## config.mk

```make
export PLATFORM = sky130hd
export DESIGN_NAME = burst_tx_pacer
export DESIGN_NICKNAME = d
export VERILOG_FILES = /design/src/rtl/burst_tx_pacer.sv
export SDC_FILE = /design/constraint.sdc
export NUM_CORES = 1
export LEC_CHECK = 0
export CAP_MARGIN = 0
export CORE_ASPECT_RATIO = 1.1
export CORE_UTILIZATION = 60
export CTS_CLUSTER_DIAMETER = 150
export CTS_CLUSTER_SIZE = 30
export DETAILED_ROUTE_END_ITERATION = 6
export GPL_TIMING_DRIVEN = 0
export HOLD_SLACK_MARGIN = 0.06
export PLACE_DENSITY = 0.8
export SYNTH_ARGS = -nofsm -noshare
export SYNTH_HDL_FRONTEND = slang
export SYNTH_SLANG_ARGS = --single-unit
```

## constraint.sdc

```tcl
create_clock -name sys_clk -period 8.05 [get_ports sys_clk]
set_clock_uncertainty 0.2 [all_clocks]
set_input_delay 1.61 -clock sys_clk [delete_from_list [all_inputs] [get_ports sys_clk]]
set_output_delay 1.61 -clock sys_clk [all_outputs]
set_load 0.02 [all_outputs]
```

## src/rtl/burst_tx_pacer.sv

```systemverilog
// burst_tx_pacer
//   Pulls fixed-size bursts from the upstream SDRAM read FIFO into a small
//   circular buffer. Releases one word per UART frame slot, where the slot
//   length is baud_div x frame_bits clocks. The fetch engine and the drain
//   engine run concurrently, so a new burst can be prefetched while earlier
//   words are still being paced out.
//
// Ports
//   sys_clk       system clock, rising edge
//   sys_rst_n     asynchronous active-low reset
//   burst_num     words per burst, sampled when a fetch starts
//   baud_div      clocks per bit period (values below 2 behave as 2)
//   frame_bits    bit periods per frame (0 behaves as 1)
//   src_fifo_num  upstream FIFO fill level
//   src_rd_data   upstream read data, valid one cycle after src_rd_en
//   src_rd_en     upstream read strobe
//   tx_ready      UART transmitter can accept a word
//   tx_data       word for the UART, held until the next pop
//   tx_flag       one-cycle strobe marking a new tx_data
//   busy          fetch in progress or buffer not empty
//   cfg_err       one-cycle pulse when burst_num exceeds the buffer depth
module burst_tx_pacer #(
  parameter int DATA_W = 8,
  parameter int ADDR_W = 4,
  parameter int CNT_W  = 16
) (
  input  logic              sys_clk,
  input  logic              sys_rst_n,
  input  logic [ADDR_W:0]   burst_num,
  input  logic [CNT_W-1:0]  baud_div,
  input  logic [3:0]        frame_bits,
  input  logic [ADDR_W:0]   src_fifo_num,
  input  logic [DATA_W-1:0] src_rd_data,
  output logic              src_rd_en,
  input  logic              tx_ready,
  output logic [DATA_W-1:0] tx_data,
  output logic              tx_flag,
  output logic              busy,
  output logic              cfg_err
);

  localparam int              DEPTH   = 1 << ADDR_W;
  localparam logic [ADDR_W:0] DEPTH_V = (ADDR_W+1)'(DEPTH);

  typedef enum logic [1:0] {F_IDLE, F_READ, F_LAND} fstate_t;

  // Bit period never shorter than two clocks.
  function automatic logic [CNT_W-1:0] eff_baud_div(input logic [CNT_W-1:0] d);
    return (d < CNT_W'(2)) ? CNT_W'(2) : d;
  endfunction

  // A frame is at least one bit period long.
  function automatic logic [3:0] eff_frame_bits(input logic [3:0] f);
    return (f == 4'd0) ? 4'd1 : f;
  endfunction

  logic [DATA_W-1:0] mem [DEPTH];

  fstate_t         fstate;
  logic [ADDR_W:0] burst_lat;
  logic [ADDR_W:0] rd_cnt;
  logic [ADDR_W:0] wr_ptr;
  logic [ADDR_W:0] rd_ptr;
  logic [ADDR_W:0] level;
  logic [ADDR_W:0] free_sp;
  logic            wr_vld_p1;
  logic            cfg_bad;
  logic            cfg_bad_q;
  logic            start_ok;

  logic [CNT_W-1:0] baud_cnt;
  logic [CNT_W-1:0] div_lat;
  logic [3:0]       bit_cnt;
  logic [3:0]       frame_lat;
  logic             slot_exp;
  logic             slot_end;
  logic             avail;
  logic             pop;
  logic [DATA_W-1:0] rd_word;

  // Pointers carry a wrap bit, so the plain difference is the fill level.
  assign level   = wr_ptr - rd_ptr;
  assign free_sp = DEPTH_V - level;

  assign start_ok = (fstate == F_IDLE) && (burst_num != '0) && (burst_num <= DEPTH_V) &&
                    (src_fifo_num >= burst_num) && (free_sp >= burst_num);
  assign cfg_bad  = (fstate == F_IDLE) && (burst_num > DEPTH_V);

  assign busy = (fstate != F_IDLE) || (level != '0);

  // Fetch engine: issue burst_lat back-to-back reads, then one landing cycle
  // for the final word that arrives a cycle behind its strobe.
  always_ff @(posedge sys_clk or negedge sys_rst_n) begin
    if (!sys_rst_n) begin
      fstate    <= F_IDLE;
      src_rd_en <= 1'b0;
      burst_lat <= '0;
      rd_cnt    <= '0;
      wr_vld_p1 <= 1'b0;
      wr_ptr    <= '0;
      cfg_bad_q <= 1'b0;
      cfg_err   <= 1'b0;
    end else begin
      cfg_bad_q <= cfg_bad;
      cfg_err   <= cfg_bad && !cfg_bad_q;
      // ---- stage p1: read strobe delayed to line up with returning data
      wr_vld_p1 <= src_rd_en;
      if (wr_vld_p1) begin
        wr_ptr <= wr_ptr + 1'b1;
      end
      case (fstate)
        F_IDLE: begin
          if (start_ok) begin
            fstate    <= F_READ;
            burst_lat <= burst_num;
            rd_cnt    <= (ADDR_W+1)'(1);
            src_rd_en <= 1'b1;
          end
        end
        F_READ: begin
          if (rd_cnt == burst_lat) begin
            src_rd_en <= 1'b0;
            fstate    <= F_LAND;
          end else begin
            rd_cnt <= rd_cnt + 1'b1;
          end
        end
        F_LAND: begin
          fstate <= F_IDLE;
        end
        default: begin
          fstate    <= F_IDLE;
          src_rd_en <= 1'b0;
        end
      endcase
    end
  end

  // Buffer storage carries no reset; contents are meaningless while empty.
  always_ff @(posedge sys_clk) begin
    if (wr_vld_p1) begin
      mem[wr_ptr[ADDR_W-1:0]] <= src_rd_data;
    end
  end

  // A word landing this cycle counts as available, so an empty buffer can
  // forward it straight to tx_data and strobe one cycle after the write.
  assign avail   = (level != '0) || wr_vld_p1;
  assign rd_word = (level == '0) ? src_rd_data : mem[rd_ptr[ADDR_W-1:0]];

  // slot_end marks the last clock of a running slot. Popping on it keeps
  // back-to-back strobes exactly div x frame clocks apart.
  assign slot_end = !slot_exp && (baud_cnt == div_lat - 1'b1) && (bit_cnt == frame_lat - 4'd1);
  assign pop      = avail && tx_ready && (slot_exp || slot_end);

  // Drain engine: pacing timer plus registered output word.
  always_ff @(posedge sys_clk or negedge sys_rst_n) begin
    if (!sys_rst_n) begin
      rd_ptr    <= '0;
      tx_data   <= '0;
      tx_flag   <= 1'b0;
      slot_exp  <= 1'b1;
      baud_cnt  <= '0;
      bit_cnt   <= '0;
      div_lat   <= CNT_W'(2);
      frame_lat <= 4'd1;
    end else begin
      tx_flag <= pop;
      if (pop) begin
        tx_data   <= rd_word;
        rd_ptr    <= rd_ptr + 1'b1;
        slot_exp  <= 1'b0;
        baud_cnt  <= '0;
        bit_cnt   <= '0;
        // Pacing settings are captured only at slot start.
        div_lat   <= eff_baud_div(baud_div);
        frame_lat <= eff_frame_bits(frame_bits);
      end else if (!slot_exp) begin
        if (baud_cnt == div_lat - 1'b1) begin
          baud_cnt <= '0;
          bit_cnt  <= bit_cnt + 4'd1;
          if (bit_cnt == frame_lat - 4'd1) begin
            slot_exp <= 1'b1;
          end
        end else begin
          baud_cnt <= baud_cnt + 1'b1;
        end
      end
    end
  end

endmodule

```

==> out/qor.txt <==
Status: finished, final reports clean
Initial antenna violation count: 0
Synthesized instance count: 702
CTS HTree Levels: 1
I/O pins: 53
Sw power: 0.573 mW
Compound-Gate Fraction of Synth Area: 0.0595
Register-to-Register Path Depth: 16
Final HPWL DP: 14.5 mm
Row count: 48
Die Area: 0.0170 mm²
Die H: 137 µm
Fmax: 0.166 GHz
Buf+Inv Stages, Crit Path: 5
Mapped cell area: 0.00988 mm²
Reg area: 0.00575 mm²
Reg2Reg Launch Point: rd_ptr[1]$_DFFE_PN0P_
Post-synth top area cell: edfxtp_1
Unrepaired setup endpoints after global routing: false
Post-CTS Setup Inserts: 0
Share of cells above drive strength 1: 0.153
Routed vias/inst: 6.25
Leading cell types by count after synthesis: edfxtp_1 (128), dfrtp_1 (73), nand2_1 (61)
Switching portion of total power: 0.261
Most frequent cell after synthesis: edfxtp_1
Synth Warn #: 0
Critical path launch point: rd_ptr[1]$_DFFE_PN0P_
Vias in the first global route: 6,200
Critical path depth in cells: 12
CP dominant cell by count: clkbuf_1
Critical Path End: busy
Simple-gate portion of the synthesized area: 0.108
Multi-input logic area: 0.00384 mm²
CTS Hold Bufs: 0
Largest net degree at the start of global routing: 72
Setup_tns: 0 ps
Sequential area share after synthesis: 0.582
Vias: 6,072
Least-Margin Pin Slew: 1230 ps
Die width: 124 µm
Setup-violating endpoint count in the final report: 0
Final net count: 835
Xor/xnor share of the synthesized area: 0.0408
Startpoint types: register
Seq cells post-synth: 204
Port bufs: 52
Routed Antenna Nets: 0
1st-iter DRT viols: 549
Avg Inst Size Synth: 14.1 µm²
Crit-path slowest cell: clkbuf_1
CP max stage delay: 620 ps
Synth Area in Adders: 0.0350
Initial cell density of the core: 0.621
Number of cells traversed by the worst hold path: 1
Worst-path clk slew: 110 ps
Post-synth EDFFs: 128
Avg WL per Cell: 21.5 µm
Fin crit period: 6020 ps
Final count of hold timing violations: 0
Ant diodes: 0
Hold_ws: 208 ps
Number of distinct library cells after synthesis: 69
Fill count: 1,053
Post-synth ARST share: 0.373
DP Area: 0.0107 mm²
Main area contributors after synthesis: edfxtp_1 (39%), dfrtp_1 (18%), mux4_2 (9.1%)
Kind of cell adding the most delay to the critical path: buffers and inverters
Internal power: 1.62 mW
Power density cells: 200 mW/mm²
R2r endpoint: bit_cnt[0]$_DFFE_PN0P_
CTS resizes: 0
Leakage: 4.09 nW
CTS Sinks: 204
Max cap viols: 0
Worst EP required: 6240 ps
Part of the power in registers: 0.567
Final Cell Area: 0.0110 mm²
Clock Power Share: 0.259
Inserted Clock Buffers: 10
Synth Flop Type: edfxtp_1
CTS tree: built
Kind of critical path: register to primary output
Area Overhead vs Synth: 11.1%
Gate power share: 0.174
GR Overflow Total: 0
Syn Nets: 770
Crit end category: primary output
Cell Chain, Critical Path: clkbuf_1, clkbuf_1, inv_1, ha_1, a21o_1, a21oi_1, xnor2_1, nor2_1, ha_1, clkbuf_1, nand2_1, clkdlybuf4s50_1
GP Congestion: 0.861
Main combinational cell family by area after synthesis: multiplexers
Total track usage: 0.253
Post-synthesis mux area share: 0.146
Max-slew headroom: 0.173
First-pass GRT wire length: 33.2 mm
Residual DRC: 0
CP Data Arrival Time: 4210 ps
Slew Limit Fails: 0
Yosys top cell area share: 0.389
Reg2Reg Setup Slack: 2730 ps
Root buf cell: clkbuf_16
CP max FO: 10
TritonRoute pass-1 iters: 5
Worst IR Drop VDD: 222 µV
Worst-skew pair later-pin latency: 470 ps
Worst min-delay path class: register to register
Core area: 0.0159 mm²
Period utilization: 0.747
Clock Tree Buf Depth: 3
Total Routed Length: 20.8 mm
## worst register-to-register path: cells and delay by family, from the launching register on
kind	cells	cell delay [ps]
buffers and inverters	6	2540
AOI/OAI and AO/OA	5	920
and+or+nand+nor	2	580
adders and majority gates	2	460
DFF	1	440
xor gates and xnor gates	1	110
## layer usage
metal	GRT usage	wire length (µm)	vias to the layer above
li1	-	-	2765
met1	0.317	8220	3103
met2	0.469	11200	176
met3	0.0258	879	28
met4	0.0736	492	0
met5	0	0	-
## final cells by class
cell class	count	share of cell area
flip-flops and latches	204	0.524
multi-input cells	441	0.350
repair buffers	53	0.0497
clock buffers	15	0.0265
well taps	200	0.0228
plain buffers	33	0.0174
inverters	24	0.00867
clock inverters	1	0.000798
## how the worst min path moves through the flow
stage                                    from           endpoint  slack, ps
after floorplan           cfg_bad_q$_DFF_PN0_  cfg_err$_DFF_PN0_        180
after global placement    cfg_bad_q$_DFF_PN0_  cfg_err$_DFF_PN0_        190
after detailed placement  cfg_bad_q$_DFF_PN0_  cfg_err$_DFF_PN0_        190
after CTS                 cfg_bad_q$_DFF_PN0_  cfg_err$_DFF_PN0_        210
after global routing      cfg_bad_q$_DFF_PN0_  cfg_err$_DFF_PN0_        240
final                     cfg_bad_q$_DFF_PN0_  cfg_err$_DFF_PN0_        210
## cells in the final DEF (no fill, tap or decap), types with 6 or more instances in the layout
cell	n
edfxtp_1	128
dfrtp_1	73
nand2_1	61
clkdlybuf4s50_1	51
mux4_2	40
nor2_1	34
mux2_4	26
clkbuf_1	26
ha_1	26
xor2_1	23
xnor2_1	23
inv_1	21
a21oi_1	17
nor3_1	17
nand3_1	16
o21ai_0	13
a21o_1	13
clkbuf_16	11
nand4_1	10
nand2b_1	10
nor2b_1	10
nor4_1	9
mux2i_1	8
or2_2	7
or3_1	7
mux2_2	6
a22o_1	6
and3_1	6
## logic make-up after synthesis
family,after synthesis
compound gates,82
xor+xnor,46
mux,80
fa+ha+maj,27
flops,204
simple gates,206
buf+inv,57
## state kept, by name, indices dropped and copies added, names as in the netlist, 2 cells and up
register and flops:
burst_lat 5, bit_cnt 4, tx_data 8, rd_ptr 5, rd_cnt 5, mem 128, baud_cnt 16, fstate 2
frame_lat 4, wr_ptr 5, div_lat 16
## power groups by stage
| stage | registers [mW] | clock network [mW] | logic, mW |
|---|---|---|---|
| after floorplan | 1.26 | 0 | 0.255 |
| final | 1.25 | 0.569 | 0.383 |
| after global routing | 1.25 | 0.605 | 0.432 |
| after CTS | 1.24 | 0.575 | 0.388 |
| after detailed placement | 1.27 | 0 | 0.384 |
| after global placement | 1.26 | 0 | 0.360 |
## through the flow
step | cells | worst slack, ps | power (mW) | utilization
2_1_floorplan | 702 | 3830 | 1.51 | -
5_1_grt | 971 | 1740 | 2.29 | 0.689
4_1_cts | 971 | 2010 | 2.21 | 0.689
3_3_place_gp | 954 | 2500 | 1.62 | 0.669
6_report | 971 | 2030 | 2.20 | 0.689
3_5_place_dp | 955 | 2510 | 1.65 | 0.671
(Power assumes the default switching activity.)
